$ cat config.mk
export PLATFORM = sky130hd
export DESIGN_NAME = spi_accel_responder
export DESIGN_NICKNAME = d
export VERILOG_FILES = /design/src/rtl/spi_accel_responder.sv
export SDC_FILE = /design/constraint.sdc
export NUM_CORES = 1
export LEC_CHECK = 0
export CORE_MARGIN = 4
export CORE_UTILIZATION = 60
export DETAILED_ROUTE_END_ITERATION = 16
export GPL_TIMING_DRIVEN = 0
export PLACE_DENSITY = 0.87
export SLEW_MARGIN = 20
export SYNTH_ARGS = -nofsm -noshare
export SYNTH_HDL_FRONTEND = slang
export SYNTH_SLANG_ARGS = --single-unit
$ cat constraint.sdc
create_clock -name i_clk -period 5.4 [get_ports i_clk]
set_clock_uncertainty 0.2 [all_clocks]
set_input_delay 0.54 -clock i_clk [delete_from_list [all_inputs] [get_ports i_clk]]
set_output_delay 0.54 -clock i_clk [all_outputs]
set_load 0.1 [all_outputs]
$ cat src/rtl/spi_accel_responder.sv
// SPI mode-0 register responder for a 3-axis accelerometer. All SPI pins are
// oversampled in the i_clk domain. There is a single register file with an
// x/y/z sample snapshot taken at chip-select fall.
module spi_accel_responder #(
  parameter logic [7:0] DEVID_AD  = 8'hAD,
  parameter logic [7:0] DEVID_MST = 8'h1D,
  parameter logic [7:0] PARTID    = 8'hF2
) (
  input  logic        i_clk,
  input  logic        i_rst_n,
  input  logic        ACL_SCLK,
  input  logic        ACL_CSN,
  input  logic        ACL_MOSI,
  input  logic [11:0] i_accel_x,
  input  logic [11:0] i_accel_y,
  input  logic [11:0] i_accel_z,
  input  logic        i_sample_valid,
  output logic        ACL_MISO,
  output logic [7:0]  o_power_ctl,
  output logic        o_busy,
  output logic        o_txn_done
);

  localparam logic [1:0] ST_IDLE = 2'd0;
  localparam logic [1:0] ST_CMD  = 2'd1;
  localparam logic [1:0] ST_ADDR = 2'd2;
  localparam logic [1:0] ST_DATA = 2'd3;

  localparam logic [7:0] CMD_WRITE      = 8'h0A;
  localparam logic [7:0] CMD_READ       = 8'h0B;
  localparam logic [5:0] ADDR_POWER_CTL = 6'h2D;
  localparam logic [5:0] ADDR_MEAS_LO   = 6'h0E;
  localparam logic [5:0] ADDR_MEAS_HI   = 6'h13;

  function automatic logic [7:0] lo_byte(input logic [11:0] s);
    return s[7:0];
  endfunction

  function automatic logic [7:0] hi_byte(input logic [11:0] s);
    return {{4{s[11]}}, s[11:8]};
  endfunction

  logic        sclk_meta_r, sclk_sync_r, sclk_prev_r;
  logic        csn_meta_r, csn_sync_r, csn_prev_r;
  logic        mosi_meta_r, mosi_sync_r;
  logic [1:0]  state_r;
  logic [2:0]  bit_cnt_r;
  logic [1:0]  byte_cnt_r;
  logic [7:0]  rx_shift_r;
  logic [7:0]  cmd_r;
  logic [5:0]  addr_r;
  logic [6:0]  tx_shift_r;
  logic [2:0]  tx_cnt_r;
  logic        miso_r;
  logic [7:0]  power_ctl_r;
  logic        data_ready_r;
  logic        cur_meas_r;
  logic        meas_read_r;
  logic [11:0] hold_x_r, hold_y_r, hold_z_r;
  logic [11:0] snap_x_r, snap_y_r, snap_z_r;
  logic        busy_r;
  logic        txn_done_r;

  logic        sclk_rise_s, sclk_fall_s, csn_rise_s, csn_fall_s;
  logic [7:0]  rx_byte_s;
  logic        data_byte_end_s;
  logic        wr_commit_s;
  logic        tx_load_s;
  logic        measuring_s;
  logic        is_meas_addr_s;
  logic [7:0]  rd_data_s;

  assign sclk_rise_s = sclk_sync_r & ~sclk_prev_r;
  assign sclk_fall_s = ~sclk_sync_r & sclk_prev_r;
  assign csn_fall_s  = ~csn_sync_r & csn_prev_r;
  assign csn_rise_s  = csn_sync_r & ~csn_prev_r;
  assign rx_byte_s   = {rx_shift_r[6:0], mosi_sync_r};
  assign measuring_s = (power_ctl_r[1:0] == 2'b10);
  assign is_meas_addr_s = (addr_r >= ADDR_MEAS_LO) && (addr_r <= ADDR_MEAS_HI);

  // CSN edges take priority over any SCLK edge seen in the same cycle.
  assign data_byte_end_s = sclk_rise_s && !csn_rise_s && !csn_fall_s &&
                           (state_r == ST_DATA) && (bit_cnt_r == 3'd7);
  assign wr_commit_s = data_byte_end_s && (cmd_r == CMD_WRITE) &&
                       (addr_r == ADDR_POWER_CTL);
  assign tx_load_s   = sclk_fall_s && !csn_rise_s && !csn_fall_s &&
                       (state_r == ST_DATA) && (cmd_r == CMD_READ) &&
                       (tx_cnt_r == 3'd0);

  // Register read mux; measurement bytes come only from the snapshot.
  always_comb begin
    rd_data_s = 8'h00;
    case (addr_r)
      6'h00:   rd_data_s = DEVID_AD;
      6'h01:   rd_data_s = DEVID_MST;
      6'h02:   rd_data_s = PARTID;
      6'h0B:   rd_data_s = {7'd0, data_ready_r & measuring_s};
      6'h0E:   rd_data_s = measuring_s ? lo_byte(snap_x_r) : 8'h00;
      6'h0F:   rd_data_s = measuring_s ? hi_byte(snap_x_r) : 8'h00;
      6'h10:   rd_data_s = measuring_s ? lo_byte(snap_y_r) : 8'h00;
      6'h11:   rd_data_s = measuring_s ? hi_byte(snap_y_r) : 8'h00;
      6'h12:   rd_data_s = measuring_s ? lo_byte(snap_z_r) : 8'h00;
      6'h13:   rd_data_s = measuring_s ? hi_byte(snap_z_r) : 8'h00;
      6'h2D:   rd_data_s = power_ctl_r;
      default: rd_data_s = 8'h00;
    endcase
  end

  // Pin synchronizers. CSN resets low, so a select already active at reset
  // release never looks like a fall and that transaction is ignored.
  always_ff @(posedge i_clk or negedge i_rst_n) begin
    if (!i_rst_n) begin
      sclk_meta_r <= 1'b0;
      sclk_sync_r <= 1'b0;
      sclk_prev_r <= 1'b0;
      csn_meta_r  <= 1'b0;
      csn_sync_r  <= 1'b0;
      csn_prev_r  <= 1'b0;
      mosi_meta_r <= 1'b0;
      mosi_sync_r <= 1'b0;
    end else begin
      sclk_meta_r <= ACL_SCLK;
      sclk_sync_r <= sclk_meta_r;
      sclk_prev_r <= sclk_sync_r;
      csn_meta_r  <= ACL_CSN;
      csn_sync_r  <= csn_meta_r;
      csn_prev_r  <= csn_sync_r;
      mosi_meta_r <= ACL_MOSI;
      mosi_sync_r <= mosi_meta_r;
    end
  end

  // Transaction FSM, receive shifter, byte counting and address pointer.
  always_ff @(posedge i_clk or negedge i_rst_n) begin
    if (!i_rst_n) begin
      state_r    <= ST_IDLE;
      bit_cnt_r  <= 3'd0;
      byte_cnt_r <= 2'd0;
      rx_shift_r <= 8'h00;
      cmd_r      <= 8'h00;
      addr_r     <= 6'h00;
    end else if (csn_rise_s) begin
      state_r <= ST_IDLE;
    end else if (csn_fall_s) begin
      state_r    <= ST_CMD;
      bit_cnt_r  <= 3'd0;
      byte_cnt_r <= 2'd0;
      rx_shift_r <= 8'h00;
      cmd_r      <= 8'h00;
    end else if (sclk_rise_s && (state_r != ST_IDLE)) begin
      rx_shift_r <= rx_byte_s;
      bit_cnt_r  <= bit_cnt_r + 3'd1;
      if (bit_cnt_r == 3'd7) begin
        if (byte_cnt_r != 2'd3) begin
          byte_cnt_r <= byte_cnt_r + 2'd1;
        end
        case (state_r)
          ST_CMD: begin
            cmd_r   <= rx_byte_s;
            state_r <= ST_ADDR;
          end
          ST_ADDR: begin
            addr_r  <= rx_byte_s[5:0];
            state_r <= ST_DATA;
          end
          ST_DATA: begin
            if (cmd_r == CMD_WRITE) begin
              addr_r <= addr_r + 6'd1;
            end
          end
          default: state_r <= ST_IDLE;
        endcase
      end
    end else if (tx_load_s) begin
      addr_r <= addr_r + 6'd1;
    end
  end

  // Read shifter: load on the first fall of each byte slot, then shift MSB first.
  always_ff @(posedge i_clk or negedge i_rst_n) begin
    if (!i_rst_n) begin
      miso_r     <= 1'b0;
      tx_shift_r <= 7'd0;
      tx_cnt_r   <= 3'd0;
    end else if (csn_rise_s || csn_fall_s) begin
      miso_r     <= 1'b0;
      tx_shift_r <= 7'd0;
      tx_cnt_r   <= 3'd0;
    end else if ((state_r == ST_DATA) && (cmd_r == CMD_READ)) begin
      if (sclk_fall_s) begin
        tx_cnt_r <= tx_cnt_r + 3'd1;
        if (tx_cnt_r == 3'd0) begin
          miso_r     <= rd_data_s[7];
          tx_shift_r <= rd_data_s[6:0];
        end else begin
          miso_r     <= tx_shift_r[6];
          tx_shift_r <= {tx_shift_r[5:0], 1'b0};
        end
      end
    end else begin
      miso_r     <= 1'b0;
      tx_shift_r <= 7'd0;
      tx_cnt_r   <= 3'd0;
    end
  end

  // A measurement byte counts as read once all 8 of its bits were clocked out.
  always_ff @(posedge i_clk or negedge i_rst_n) begin
    if (!i_rst_n) begin
      cur_meas_r  <= 1'b0;
      meas_read_r <= 1'b0;
    end else if (csn_fall_s) begin
      cur_meas_r  <= 1'b0;
      meas_read_r <= 1'b0;
    end else begin
      if (tx_load_s) begin
        cur_meas_r <= is_meas_addr_s;
      end
      if (data_byte_end_s && (cmd_r == CMD_READ) && cur_meas_r) begin
        meas_read_r <= 1'b1;
      end
    end
  end

  // POWER_CTL is written only by a fully received data byte.
  always_ff @(posedge i_clk or negedge i_rst_n) begin
    if (!i_rst_n) begin
      power_ctl_r <= 8'h00;
    end else if (wr_commit_s) begin
      power_ctl_r <= rx_byte_s;
    end
  end

  // Holding register tracks the strobe; snapshot is frozen for a whole burst.
  always_ff @(posedge i_clk or negedge i_rst_n) begin
    if (!i_rst_n) begin
      hold_x_r <= 12'd0;
      hold_y_r <= 12'd0;
      hold_z_r <= 12'd0;
      snap_x_r <= 12'd0;
      snap_y_r <= 12'd0;
      snap_z_r <= 12'd0;
    end else begin
      if (i_sample_valid) begin
        hold_x_r <= i_accel_x;
        hold_y_r <= i_accel_y;
        hold_z_r <= i_accel_z;
      end
      if (csn_fall_s) begin
        snap_x_r <= i_sample_valid ? i_accel_x : hold_x_r;
        snap_y_r <= i_sample_valid ? i_accel_y : hold_y_r;
        snap_z_r <= i_sample_valid ? i_accel_z : hold_z_r;
      end
    end
  end

  // DATA_READY: a new sample wins over the end-of-read clear.
  always_ff @(posedge i_clk or negedge i_rst_n) begin
    if (!i_rst_n) begin
      data_ready_r <= 1'b0;
    end else if (i_sample_valid && measuring_s) begin
      data_ready_r <= 1'b1;
    end else if (csn_rise_s && (state_r != ST_IDLE) && meas_read_r) begin
      data_ready_r <= 1'b0;
    end
  end

  // Busy flag and end-of-transaction pulse.
  always_ff @(posedge i_clk or negedge i_rst_n) begin
    if (!i_rst_n) begin
      busy_r     <= 1'b0;
      txn_done_r <= 1'b0;
    end else begin
      txn_done_r <= csn_rise_s && (state_r != ST_IDLE) && (byte_cnt_r != 2'd0);
      if (csn_rise_s) begin
        busy_r <= 1'b0;
      end else if (csn_fall_s) begin
        busy_r <= 1'b1;
      end
    end
  end

  assign ACL_MISO    = miso_r;
  assign o_power_ctl = power_ctl_r;
  assign o_busy      = busy_r;
  assign o_txn_done  = txn_done_r;

endmodule

After elaboration in Yosys (flattened, before gate mapping). Index checks and enable logic that the tools add are counted.

Register bits after elaboration: 132. Output and inout port bits: 11. Word-level logic and storage cells: 163.

Add/subtract/negate cells: 4. Reductions and logical operators: 43. Eq/ne operators: 23. Bitwise logic cells: 11. Magnitude comparators: 2. Multiplexer cells: 51.

Operators with widths (number): 8-bit one-hot mux with 11 select lines (1); 8-bit two-way mux (10); 7-bit two-way mux (6); 12-bit two-way mux (3); 6-bit by 5-bit equality test with 1-bit output (second input constant) (4); 6-bit two-way mux (4); 2-bit nonzero test (11); 1-bit logical AND (20); 6-bit by 4-bit equality test with 1-bit output (second input constant) (3); 8-bit by 4-bit equality test with 1-bit output (second input constant) (2); 2-bit two-way mux (8); 3-bit two-way mux (5); 1-bit two-way mux (12); 6-bit one-hot mux with 2 select lines (1); 3-bit != test (second input constant) (3); 4-bit AND reduction (2); 3-bit by 1-bit adder with 3-bit output (second input constant) (2); 6-bit by 1-bit adder with 6-bit output (second input constant) (1); 2-bit equality test (second input constant) (3); 6-bit by 1-bit equality test with 1-bit output (second input constant) (1); 6-bit by 2-bit equality test with 1-bit output (second input constant) (1); 6-bit equality test (second input constant) (1); 6-bit by 4-bit >= comparator with 1-bit output (second input constant) (1); 6-bit by 5-bit less-or-equal comparator with 1-bit output (second input constant) (1); other kinds (16) (28).

Logic depth before layout (Yosys ltp).
Word-level depth: 11. Depth in mapped cells: 9. Mapped depth without buffers: 7.

Worst setup path before layout. OpenSTA, ideal clock, no wires.

Kind: flip-flop to flip-flop. Start: register power_ctl_r[1], in the netlist o_power_ctl[1]. End: register tx_shift_r[0]. Library setup time: 0.082 ns. Clock period less this slack: 2.333 ns. Path slack: 3.067 ns. Data arrival time: 2.050 ns. Path buffers: 1. Stages on the path, launching flop included: 7. Cell sequence: dfrtp_1 nor2b_1 clkbuf_1 a41oi_1 a2111oi_0 o21ai_1 o22ai_1.

Word-level cells in the longest chain between the ends: 7.

RTL lines: start: declaration (RTL line 55) `logic [7:0] power_ctl_r;`; start signal: assignment (RTL line 230) `power_ctl_r <= rx_byte_s;`; 2-bit equality test * (RTL line 78) `assign measuring_s = (power_ctl_r[1:0] == 2'b10);`; 8-bit two-way mux (tied with other cells) (RTL line 103) `6'h13: rd_data_s = measuring_s ? hi_byte(snap_z_r) : 8'h00;`; 8-bit one-hot mux with 11 select lines * (RTL line 93) `case (addr_r)`; 7-bit two-way mux * (RTL line 192) `if (tx_cnt_r == 3'd0) begin`; 7-bit two-way mux * (RTL line 190) `if (sclk_fall_s) begin`; 7-bit two-way mux * (RTL line 189) `end else if ((state_r == ST_DATA) && (cmd_r == CMD_READ)) begin`; 7-bit two-way mux * (RTL line 185) `end else if (csn_rise_s || csn_fall_s) begin`; end signal: assignment (RTL line 194) `tx_shift_r <= rd_data_s[6:0];`; end signal: assignment (RTL line 197) `tx_shift_r <= {tx_shift_r[5:0], 1'b0};`; end: declaration (RTL line 52) `logic [6:0] tx_shift_r;`.

Every way passes the cells marked *; elsewhere a longest branch is shown, timed or not. The select of a mux whose other input is x is not followed. A chain may end at the register's enable or synchronous reset.

Worst setup path after layout.
Start: register power_ctl_r[0], in the netlist o_power_ctl[0]. End: output port o_power_ctl[0].

RTL lines: end: declaration (RTL line 19) `output logic [7:0] o_power_ctl,`.

No word-level cell between the ends.

==> flow_summary.json <==
{
  "setup_viol": 0,
  "rows": 36,
  "startpoint_type": "flop",
  "final_nets": 631,
  "total_switching_power_uw": 654,
  "synthTopCellsByArea": "dfrtp_1 (55%), mux2_2 (15%), ha_1 (3.3%)",
  "grt_use_total_pct": 27.0,
  "p_leak_nw": 3.20,
  "synth_top_area_share_pct": 54.9,
  "hp-start": "sclk_meta_r",
  "grt_use_met2_pct": 46.2,
  "start_util_pct": 61.6,
  "syn_nets": 559,
  "synth-seq-cells": 132,
  "fin_crit_sh_pct": 54.5,
  "drt_iter0_markers": 403,
  "critPathArrivalTime_ns": 2.20,
  "drc": 0,
  "grt.busiest_layer": "met2",
  "critical_path.reg2reg.startpoint": "csn_sync_r",
  "vias": 4485,
  "p_sw_share_pct": 24.5,
  "combinationalPowerShare_pct": 11.1,
  "ant_nets": 0,
  "syn-instance-count": 501,
  "grt_max_degree": 78,
  "async_flop_share_pct": 100,
  "max_stage_delay_ns": 1.18,
  "clkPwrFrac_pct": 45.3,
  "ios": 53,
  "final_max_slew_viol_count": 0,
  "p_seq_share_pct": 43.6,
  "grt_overflow": 0,
  "cts_root_buf": "clkbuf_8",
  "cts_sinks": 132,
  "wl_per_cell_um": 20.5,
  "synth_cell_types": 59,
  "use_met1_pct": 33.2,
  "place_congestion": 0.917,
  "hp-class": "flop to flop",
  "crit_family": "buffers and inverters",
  "synth_largest_area_cell": "dfrtp_1",
  "multiInputGateArea_um2": 2550,
  "die_y_um": 108,
  "netlist_area_um2": 6020,
  "path_buf_inv": 1,
  "crit_required_ns": 4.66,
  "end_kind": "output pin",
  "worst_pin_slew_ns": 0.986,
  "holdBufCountCts": 1,
  "fp.dieW_um": 108,
  "slowest_stage": "clkdlybuf4s50_1",
  "synth_seq_area_share_pct": 54.9,
  "drive_above_1_share_pct": 22.2,
  "insertion_delay_ns": 0.54,
  "fillers": 639,
  "avgViaCountPerCell": 6.24,
  "htreeDepth": 4,
  "grt_first_pass_wirelength_um": 23800,
  "p_total_mw": 2.66,
  "die_area_um2": 11700,
  "stdcell_count": 719,
  "insertedDiodeCount": 0,
  "ff_latch_area_um2": 3300,
  "hold_viol_final": 0,
  "dp_cells": 686,
  "peakVddDrop_v": 0.000242,
  "synth-edff-count": 0,
  "port_buffers": 51,
  "post-cts-setup-buffers": 0,
  "wl_um": 14700,
  "fin_setup_tns_ns": 0,
  "startpoint": "o_power_ctl[0]",
  "cap_violations": 0,
  "pwr_density_cell_nw_per_um2": 362,
  "cp_cell_sequence": "clkdlybuf4s50_1",
  "yosysMostFrequentCell": "dfrtp_1",
  "grt_antenna_before_repair": 0,
  "numCtsBuffers": 17,
  "maxSlewHeadroom_pct": 34.1,
  "cts_buffer_depth": 2,
  "grt_pass1_vias": 4638,
  "yosys_warnings": 0,
  "dr.pass1.iters": 5,
  "postSynthAreaPerCell_um2": 12.0,
  "path_clk_slew_ns": 0.06,
  "critical_path_class": "flop to output pin",
  "dpl.hpwl_um": 10000,
  "cts_tree": "done",
  "path_max_fanout": 6,
  "met3_usage_pct": 5.43,
  "ys_top_cells_by_count": "dfrtp_1 (132), mux2_2 (81), nand2_1 (36)",
  "p_int_mw": 2.01,
  "synth_ff_type": "dfrtp_1",
  "cts_resized": 0,
  "coreArea_um2": 9770,
  "outcome": "completed",
  "fmax_mhz": 340,
  "finalCriticalPeriod_ns": 2.94,
  "rsz0062_at_grt": "false",
  "area_growth_pct": 22.2
}
==> power by group through the flow <==
stage,Combinational [mW],Clock (mW),Sequential (mW)
2_1_floorplan,0.172,0,1.17
3_3_place_gp,0.274,0,1.17
3_5_place_dp,0.292,0,1.17
5_1_grt,0.322,1.26,1.17
4_1_cts,0.297,1.22,1.16
6_report,0.295,1.21,1.16
==> through the flow <==
stage                     setup slack (ns)  utilization (%)  hold slack (ns)  instance area, um2
after floorplan                       3.07                -           0.0444                6020
after global placement               -1.27             68.5            0.131                6700
after detailed placement              2.81             68.8            0.139                6730
after CTS                             2.46             75.3            0.155                7360
after global routing                  2.42             75.3            0.157                7360
final                                 2.46             75.3            0.154                7360
==> final timing paths <==
kind                                       end  slack, ns  depth (start not counted)
worst max-delay path            o_power_ctl[0]       2.46                          1
worst min-delay path               sclk_sync_r       0.15                          0
worst max register to register  o_power_ctl[5]       2.76                          8
worst min register to register     sclk_sync_r       0.15                          0
max in group asynchronous             cmd_r[0]       3.94                          3
min in group asynchronous         hold_z_r[11]       0.34                          2
==> layout by cell type (no fill, tap or decap), drive strengths merged, types with 14 or more instances in the layout <==
cell type / synthesis / layout
ha: 16 / 16
inv: 13 / 14
clkdlybuf4s50: 0 / 50
a22o: 16 / 16
a21oi: 15 / 15
nand2: 36 / 36
dfrtp: 132 / 132
clkbuf: 18 / 38
o21ai: 31 / 31
nor2: 19 / 19
mux2: 81 / 81
==> area by class of cell <==
type / count / share of cell area [%]
plain buffers: 28 / 1.56
clock buffers: 20 / 6.05
flip-flops and latches: 132 / 44.9
clock inverters: 12 / 2.41
well taps: 133 / 2.26
repair buffers: 53 / 7.46
inverters: 13 / 0.663
multi-input cells: 328 / 34.7
==> flip-flops by register name, summed over array words and instances, names as in the netlist, 2 cells and up <==
signal and count:
hold_x_r 12, hold_y_r 12, hold_z_r 12, snap_x_r 12
snap_y_r 12, snap_z_r 12, cmd_r 8, o_power_ctl 8
rx_shift_r 7, tx_shift_r 7, addr_r 6, bit_cnt_r 3
tx_cnt_r 3, byte_cnt_r 2, state_r 2
==> layer usage <==
layer,vias up,routed length (um)
met5,-,0
met4,0,484
met3,50,1040
met2,223,7450
met1,2235,5750
li1,1977,-
==> cell families after synthesis <==
logic type               count (synthesis)  share of synthesized area [%]
adder cells (fa/ha/maj)                 16                           3.32
flip-flops                             132                           54.9
AO/OA/AOI/OAI                          105                           11.9
buffers and inverters                   41                           2.72
AND/OR/NAND/NOR                        122                           11.4
multiplexers                            83                           15.5
XOR/XNOR                                 2                          0.291
No activity file was read; power rests on OpenSTA's default activity.
